File: src/rtl/bus_arb2_pkg.sv
// Shared types and bus-width defaults for the two-master memory bus arbiter.
// Width defaults track the core memory bus so instances stay drop-in compatible.
package bus_arb2_pkg;

    localparam int MEM_BUS      = 32;
    localparam int MEM_ADDR_BUS = 32;

    typedef enum logic [1:0] {
        ARB_IDLE = 2'd0,
        ARB_HOLD = 2'd1,
        ARB_RSP  = 2'd2
    } arb_state_t;

endpackage

File: src/rtl/bus_arb2_pick2.sv
// Combinational two-way request picker used by bus_arb2 in its IDLE state.
// PRIO_MODE = 0 alternates on contention against last_gnt; 1 always favours req[0].
module arb_pick2 #(
    parameter int PRIO_MODE = 0
) (
    input  logic [1:0] req,
    input  logic       last_gnt,
    output logic       gnt,
    output logic       any
);

    always_comb begin
        any = |req;
        gnt = 1'b0;
        if (&req) begin
            gnt = (PRIO_MODE != 0) ? 1'b0 : ~last_gnt;
        end else if (req[1]) begin
            gnt = 1'b1;
        end
    end

endmodule

File: src/rtl/bus_arb2.sv
// Two-master to one-slave valid/ready arbiter with single outstanding read
// tracking and an optional response watchdog that turns a hung read into an error.
module bus_arb2
    import bus_arb2_pkg::*;
#(
    parameter int DW        = MEM_BUS,
    parameter int AW        = MEM_ADDR_BUS,
    parameter int PRIO_MODE = 0,
    parameter int TIMEOUT   = 0,
    parameter int TW        = 16
) (
    input  logic          clk,
    input  logic          rst,

    input  logic [DW-1:0] m0_cmd_wdata,
    input  logic [AW-1:0] m0_cmd_addr,
    input  logic          m0_cmd_we,
    input  logic [3:0]    m0_cmd_wem,
    input  logic          m0_cmd_valid,
    output logic          m0_cmd_ready,
    output logic [DW-1:0] m0_rsp_rdata,
    output logic          m0_rsp_valid,
    input  logic          m0_rsp_ready,
    output logic          m0_rsp_error,

    input  logic [DW-1:0] m1_cmd_wdata,
    input  logic [AW-1:0] m1_cmd_addr,
    input  logic          m1_cmd_we,
    input  logic [3:0]    m1_cmd_wem,
    input  logic          m1_cmd_valid,
    output logic          m1_cmd_ready,
    output logic [DW-1:0] m1_rsp_rdata,
    output logic          m1_rsp_valid,
    input  logic          m1_rsp_ready,
    output logic          m1_rsp_error,

    output logic [DW-1:0] s_cmd_wdata,
    output logic [AW-1:0] s_cmd_addr,
    output logic          s_cmd_we,
    output logic [3:0]    s_cmd_wem,
    output logic          s_cmd_valid,
    input  logic          s_cmd_ready,
    input  logic [DW-1:0] s_rsp_rdata,
    input  logic          s_rsp_valid,
    output logic          s_rsp_ready,
    input  logic          s_rsp_error
);

    localparam logic [TW-1:0] TLIM  = TW'(TIMEOUT);
    localparam bit            WD_EN = (TIMEOUT > 0);

    arb_state_t    st, st_nxt;
    logic          owner, owner_nxt;
    logic          last_gnt, last_gnt_nxt;
    logic [TW-1:0] tcnt, tcnt_nxt;

    logic [1:0]    req;
    logic          pick_gnt, pick_any;
    logic          sel, fwd, wd_fire;
    logic          own_rsp_ready;
    logic          rsp_v, rsp_e;
    logic [DW-1:0] rsp_d;

    assign req           = {m1_cmd_valid, m0_cmd_valid};
    assign own_rsp_ready = owner ? m1_rsp_ready : m0_rsp_ready;
    assign wd_fire       = WD_EN && (tcnt == TLIM);

    arb_pick2 #(
        .PRIO_MODE (PRIO_MODE)
    ) u_pick (
        .req      (req),
        .last_gnt (last_gnt),
        .gnt      (pick_gnt),
        .any      (pick_any)
    );

    always_ff @(posedge clk) begin
        if (rst) begin
            st       <= ARB_IDLE;
            owner    <= 1'b0;
            last_gnt <= 1'b1;
            tcnt     <= '0;
        end else begin
            st       <= st_nxt;
            owner    <= owner_nxt;
            last_gnt <= last_gnt_nxt;
            tcnt     <= tcnt_nxt;
        end
    end

    always_comb begin
        st_nxt       = st;
        owner_nxt    = owner;
        last_gnt_nxt = last_gnt;
        tcnt_nxt     = tcnt;

        sel   = owner;
        fwd   = 1'b0;
        rsp_v = 1'b0;
        rsp_e = 1'b0;
        rsp_d = '0;

        s_cmd_wdata  = '0;
        s_cmd_addr   = '0;
        s_cmd_we     = 1'b0;
        s_cmd_wem    = '0;
        s_cmd_valid  = 1'b0;
        s_rsp_ready  = 1'b0;
        m0_cmd_ready = 1'b0;
        m1_cmd_ready = 1'b0;
        m0_rsp_valid = 1'b0;
        m0_rsp_error = 1'b0;
        m0_rsp_rdata = '0;
        m1_rsp_valid = 1'b0;
        m1_rsp_error = 1'b0;
        m1_rsp_rdata = '0;

        case (st)
            ARB_IDLE: begin
                sel = pick_gnt;
                fwd = pick_any;
            end
            ARB_HOLD: begin
                // Locked to the owner; a dropped valid abandons the command.
                sel = owner;
                fwd = owner ? m1_cmd_valid : m0_cmd_valid;
                if (!fwd) begin
                    st_nxt = ARB_IDLE;
                end
            end
            ARB_RSP: begin
                rsp_v       = s_rsp_valid;
                rsp_e       = s_rsp_error;
                rsp_d       = s_rsp_rdata;
                s_rsp_ready = own_rsp_ready;
                // A real slave response wins over a watchdog expiry in the same cycle.
                if (!s_rsp_valid && wd_fire) begin
                    rsp_v       = 1'b1;
                    rsp_e       = 1'b1;
                    rsp_d       = '0;
                    s_rsp_ready = 1'b0;
                end
                if (!s_rsp_valid && WD_EN && (tcnt != TLIM)) begin
                    tcnt_nxt = tcnt + TW'(1);
                end
                if (rsp_v && own_rsp_ready) begin
                    st_nxt = ARB_IDLE;
                end
            end
            default: begin
                st_nxt = ARB_IDLE;
            end
        endcase

        if (fwd) begin
            s_cmd_valid  = 1'b1;
            s_cmd_wdata  = sel ? m1_cmd_wdata : m0_cmd_wdata;
            s_cmd_addr   = sel ? m1_cmd_addr  : m0_cmd_addr;
            s_cmd_we     = sel ? m1_cmd_we    : m0_cmd_we;
            s_cmd_wem    = sel ? m1_cmd_wem   : m0_cmd_wem;
            m0_cmd_ready = !sel && s_cmd_ready;
            m1_cmd_ready =  sel && s_cmd_ready;
            owner_nxt    = sel;
            if (s_cmd_ready) begin
                last_gnt_nxt = sel;
                if (s_cmd_we) begin
                    st_nxt = ARB_IDLE;
                end else begin
                    tcnt_nxt = '0;
                    st_nxt   = ARB_RSP;
                end
            end else begin
                st_nxt = ARB_HOLD;
            end
        end

        if (owner) begin
            m1_rsp_valid = rsp_v;
            m1_rsp_error = rsp_e;
            m1_rsp_rdata = rsp_d;
        end else begin
            m0_rsp_valid = rsp_v;
            m0_rsp_error = rsp_e;
            m0_rsp_rdata = rsp_d;
        end

        if (rst) begin
            s_cmd_wdata  = '0;
            s_cmd_addr   = '0;
            s_cmd_we     = 1'b0;
            s_cmd_wem    = '0;
            s_cmd_valid  = 1'b0;
            s_rsp_ready  = 1'b0;
            m0_cmd_ready = 1'b0;
            m1_cmd_ready = 1'b0;
            m0_rsp_valid = 1'b0;
            m0_rsp_error = 1'b0;
            m0_rsp_rdata = '0;
            m1_rsp_valid = 1'b0;
            m1_rsp_error = 1'b0;
            m1_rsp_rdata = '0;
        end
    end

endmodule
File: config.mk
export PLATFORM = sky130hd
export DESIGN_NAME = bus_arb2
export DESIGN_NICKNAME = d
export VERILOG_FILES = /design/src/rtl/bus_arb2_pkg.sv /design/src/rtl/bus_arb2_pick2.sv /design/src/rtl/bus_arb2.sv
export SDC_FILE = /design/constraint.sdc
export NUM_CORES = 1
export LEC_CHECK = 0
export ABC_AREA = 1
export BUFFER_PORTS_ARGS = -buffer_cell sky130_fd_sc_hd__buf_2
export CAP_MARGIN = 20
export CORE_AREA = 2 2 123 125
export CTS_CLUSTER_SIZE = 25
export DETAILED_ROUTE_END_ITERATION = 7
export DIE_AREA = 0 0 125 127
export GPL_TIMING_DRIVEN = 0
export SKIP_CTS_REPAIR_TIMING = 1
export SLEW_MARGIN = 20
export SYNTH_ARGS = -nofsm -noshare
export SYNTH_HDL_FRONTEND = slang
export SYNTH_HIERARCHICAL = 1
export SYNTH_SLANG_ARGS = --single-unit
File: constraint.sdc
create_clock -name clk -period 1.15 [get_ports clk]
set_clock_uncertainty 0.05 [all_clocks]
set_input_delay 0.0575 -clock clk [delete_from_list [all_inputs] [get_ports clk]]
set_output_delay 0.0575 -clock clk [all_outputs]
set_load 0.01 [all_outputs]
==> flow_summary.rst <==
.. list-table::
   :header-rows: 1

   * - Metric
     - Value
   * - Run status
     - finished with violations
   * - Violated checks
     - hold timing, setup timing
   * - Async set or reset register ratio after synthesis
     - 0
   * - Most used cell, CP
     - buf_12
   * - Insertion delay of the later-clocked pin in the worst-skew pair
     - between 0.2 and 0.25 ns
   * - Worst-case setup margin in the final layout
     - -0.5747 ns
   * - Number of antenna violations at the first check in global routing
     - 0
   * - Maximum clock insertion buffer count
     - 2
   * - Number of pins exceeding their max-slew limit in the final report
     - 0
   * - Number of vias in the routed layout
     - between 3000 and 4000
   * - Pre-CTS setup slack
     - -0.4543 ns
   * - Number of unique standard cell types used by synthesis
     - 16
   * - Cell depth of the worst setup path
     - 8
   * - Number of cells on the worst reg-to-reg path
     - 8
   * - Number of detailed-routing iterations run before antenna repair
     - 4
   * - Leakage power
     - ~2.5 nW
   * - Clock tree from TritonCTS
     - built
   * - Detailed router's first-iteration violation count
     - a little over 100
   * - Seq cells post-synth
     - 4
   * - Count of flip-flops with a built-in enable after synthesis
     - 0
   * - Largest net degree at the start of global routing
     - 11
   * - Boundary Pins
     - 320
   * - YS warnings
     - 6
   * - Hold crit path type
     - in2reg
   * - Switching Share
     - 0.4542
   * - Area of the core
     - about 14000 um^2
   * - Finished Core Util
     - 0.3243
   * - Area of all placed cells without fillers
     - roughly 4700 um^2
   * - Clock tree root driver cell
     - clkbuf_16
   * - Cell family contributing the most delay on the critical path
     - simple AND/OR/NAND/NOR gates
   * - Setup TNS
     - -60.56 ns
   * - Final weighted congestion in routability-driven placement
     - about 0.8
   * - Setup-violating endpoint count in the final report
     - around 150
   * - Maximum single-stage delay on the critical path
     - 0.35 ns
   * - Global-route wire length before repair
     - 16990 um
   * - Seq/Total Area, Yosys
     - 0.03968
   * - Routed wire length per instance
     - 13.19 um
   * - Flip-flop cell with the highest count after synthesis
     - dfxtp_1
   * - WHS
     - -0.007553 ns
   * - Clock period minus final worst setup slack
     - approximately 1.7 ns
   * - Signal arrival time at the worst endpoint
     - 1.62 ns
   * - Count of mapped cells out of synthesis
     - between 300 and 400
   * - Fraction of power consumed by the clock network
     - 0.178
   * - Hold Fails Final Rpt
     - 1
   * - Synthesized Nets
     - about 580
   * - Number of inserted diodes
     - 0
   * - Number of global-route vias before repair
     - ~3500
   * - Placed Instance Area
     - a little under 4000 um^2
   * - Unrepaired setup endpoints after global routing
     - true
   * - Slowest stage cell, crit path
     - dfxtp_4
   * - Combinational group share of total power
     - 0.766
   * - Area growth from synthesis to layout
     - 131.8%
   * - Required time at the endpoint of the critical path
     - 1.04 ns
   * - Type of the worst setup path
     - reg2out
   * - Starting utilization of the core area
     - 0.1399
   * - Top cells by count, synth
     - nand2_1, nor2_1, a21oi_2
   * - Die outline area
     - roughly 16000 um^2
   * - DP HPWL
     - 9718 um
   * - Ratio of final minimum period to clock period
     - 1.500
   * - Area share of the largest cell type after synthesis
     - 0.3552
   * - Number of clock sinks
     - 4
   * - Worst Path Buf+Inv
     - 3
   * - Total routing usage reported by global routing
     - 0.1275
   * - Switching power summed over all nets
     - 1.382 mW
   * - Crit path launch type
     - register
   * - Port bufs
     - 319
   * - Cells traversed along the worst timing path
     - nor2_4, nand2_2, nand2_8, buf_12, buf_12, nand2_1, a21oi_4, buf_6
   * - Max VDD drop
     - approximately 0.00052 V
   * - Vert. Die Dim
     - roughly 130 um
   * - Share of post-route cells with drive strength above 1
     - 0.6568
   * - Synth Cell Area
     - 2018 um^2
   * - Global route total overflow
     - 0
   * - Nature of the critical path endpoint
     - output port
   * - Hold Path Depth
     - 2
   * - Number of non-filler instances in the completed layout
     - around 930
   * - Count of placed standard cells including taps
     - between 800 and 900
   * - Largest area contributor in the synthesized netlist
     - nand2_1
   * - DIE WIDTH
     - 125 um
   * - Number of max-cap violations
     - 0
   * - Power per standard cell area
     - ~650 nW/um^2
   * - Number of vias per cell
     - roughly 4.0
   * - Most area-consuming cells after synthesis
     - nand2_1, a21oi_2, nor2_1, buf_2, buf_6
   * - Remaining number of nets flagged by the antenna check after routing
     - 0
   * - Clock slew at the register clock pins of the worst setup and hold paths
     - roughly 0.03 ns
   * - Number of buffers created by CTS
     - 3
   * - Total power
     - between 3 and 4 mW
   * - Pin slew with the least headroom to its limit
     - 0.2809 ns
   * - Wirelength, routed
     - 12220 um
   * - Normalized max-slew margin
     - 0.8124
   * - Maximum level of the CTS H-tree
     - 1
   * - Most common cell in the netlist
     - nand2_1
   * - Highest Clock Rate
     - between 500 and 600 MHz
   * - Net count, final
     - 924
   * - Crit Path Max Fanout
     - 6
   * - Number of rows in the core area
     - 44
   * - Sequential group share of total power
     - 0.056
   * - Average cell area after synthesis
     - between 5 and 6 um^2
   * - Remaining design rule violation count
     - 0
   * - Cell-internal power
     - ~1.7 mW
-- area by class of cell --
class | instances | area, um^2
buffer | 30 | 377.9
clock buffer | 3 | 75.07
timing repair buffer | 342 | 1916
fill | 1624 | 9746
multi-input combinational | 352 | 1934
inverter | 12 | 53.80
sequential | 4 | 91.34
tap | 184 | 230.2
-- layer usage --
metal / up-vias / track usage / wire [um] / part of all wire
li1: 1936 / - / - / -
met1: 1608 / 0.1509 / 4922 / 0.40
met2: 192 / 0.2414 / 6158 / 0.50
met3: 14 / 0.02638 / 940 / 0.077
met4: 0 / 0.01895 / 201 / 0.016
met5: - / 0 / 0 / 0
-- power by group through the flow --
stage	clock network, mW	logic, mW	registers [mW]
final	0.542	2.33	0.170
after global routing	0.555	2.55	0.172
after CTS	0.546	1.86	0.165
after detailed placement	0	1.86	0.167
after global placement	0	1.85	0.166
after floorplan	0	1.08	0.163
-- registers in the layout (all words and copies together), names as in the netlist --
name	count
st	2
owner	1
last_gnt	1
-- placed cells by master (no fill, tap or decap), drive strengths merged --
| cell type | count |
|---|---|
| inv | 11 |
| nor2 | 75 |
| buf | 365 |
| nand3 | 4 |
| nand4 | 1 |
| clkinvlp | 1 |
| a21oi | 72 |
| clkbuf | 10 |
| dfxtp | 4 |
| nor3 | 1 |
| nand2 | 198 |
| or2 | 1 |
-- worst reg2reg max path: cells and delay by family, from the launching register on --
family                 cells  cell delay (ns)
buffers and inverters      1             0.12
flip-flops                 1             0.35
AND/OR/NAND/NOR            6             0.63
AO/OA/AOI/OAI              1             0.12
-- worst paths after layout --
kind                                         endpoint                   from  slack [ns]
worst min register to register  last_gnt$_SDFFE_PP1P_  last_gnt$_SDFFE_PP1P_        0.46
worst max-delay path                     s_cmd_wem[1]     st[1]$_SDFFE_PP0P_       -0.57
worst max register to register     st[1]$_SDFFE_PP0P_     st[1]$_SDFFE_PP0P_       -0.19
worst min-delay path               st[0]$_SDFFE_PP0P_            s_cmd_ready      -0.008
-- cells by family (layout without fill, tap and decap cells) --
| kind of cell | Yosys count | count (layout) | synth area share |
|---|---|---|---|
| buf+inv | 42 | 387 | 0.1246 |
| compound gates | 72 | 72 | 0.3032 |
| flops | 4 | 4 | 0.03968 |
| simple gates | 278 | 280 | 0.5326 |
No activity file was read; power rests on OpenSTA's default activity.
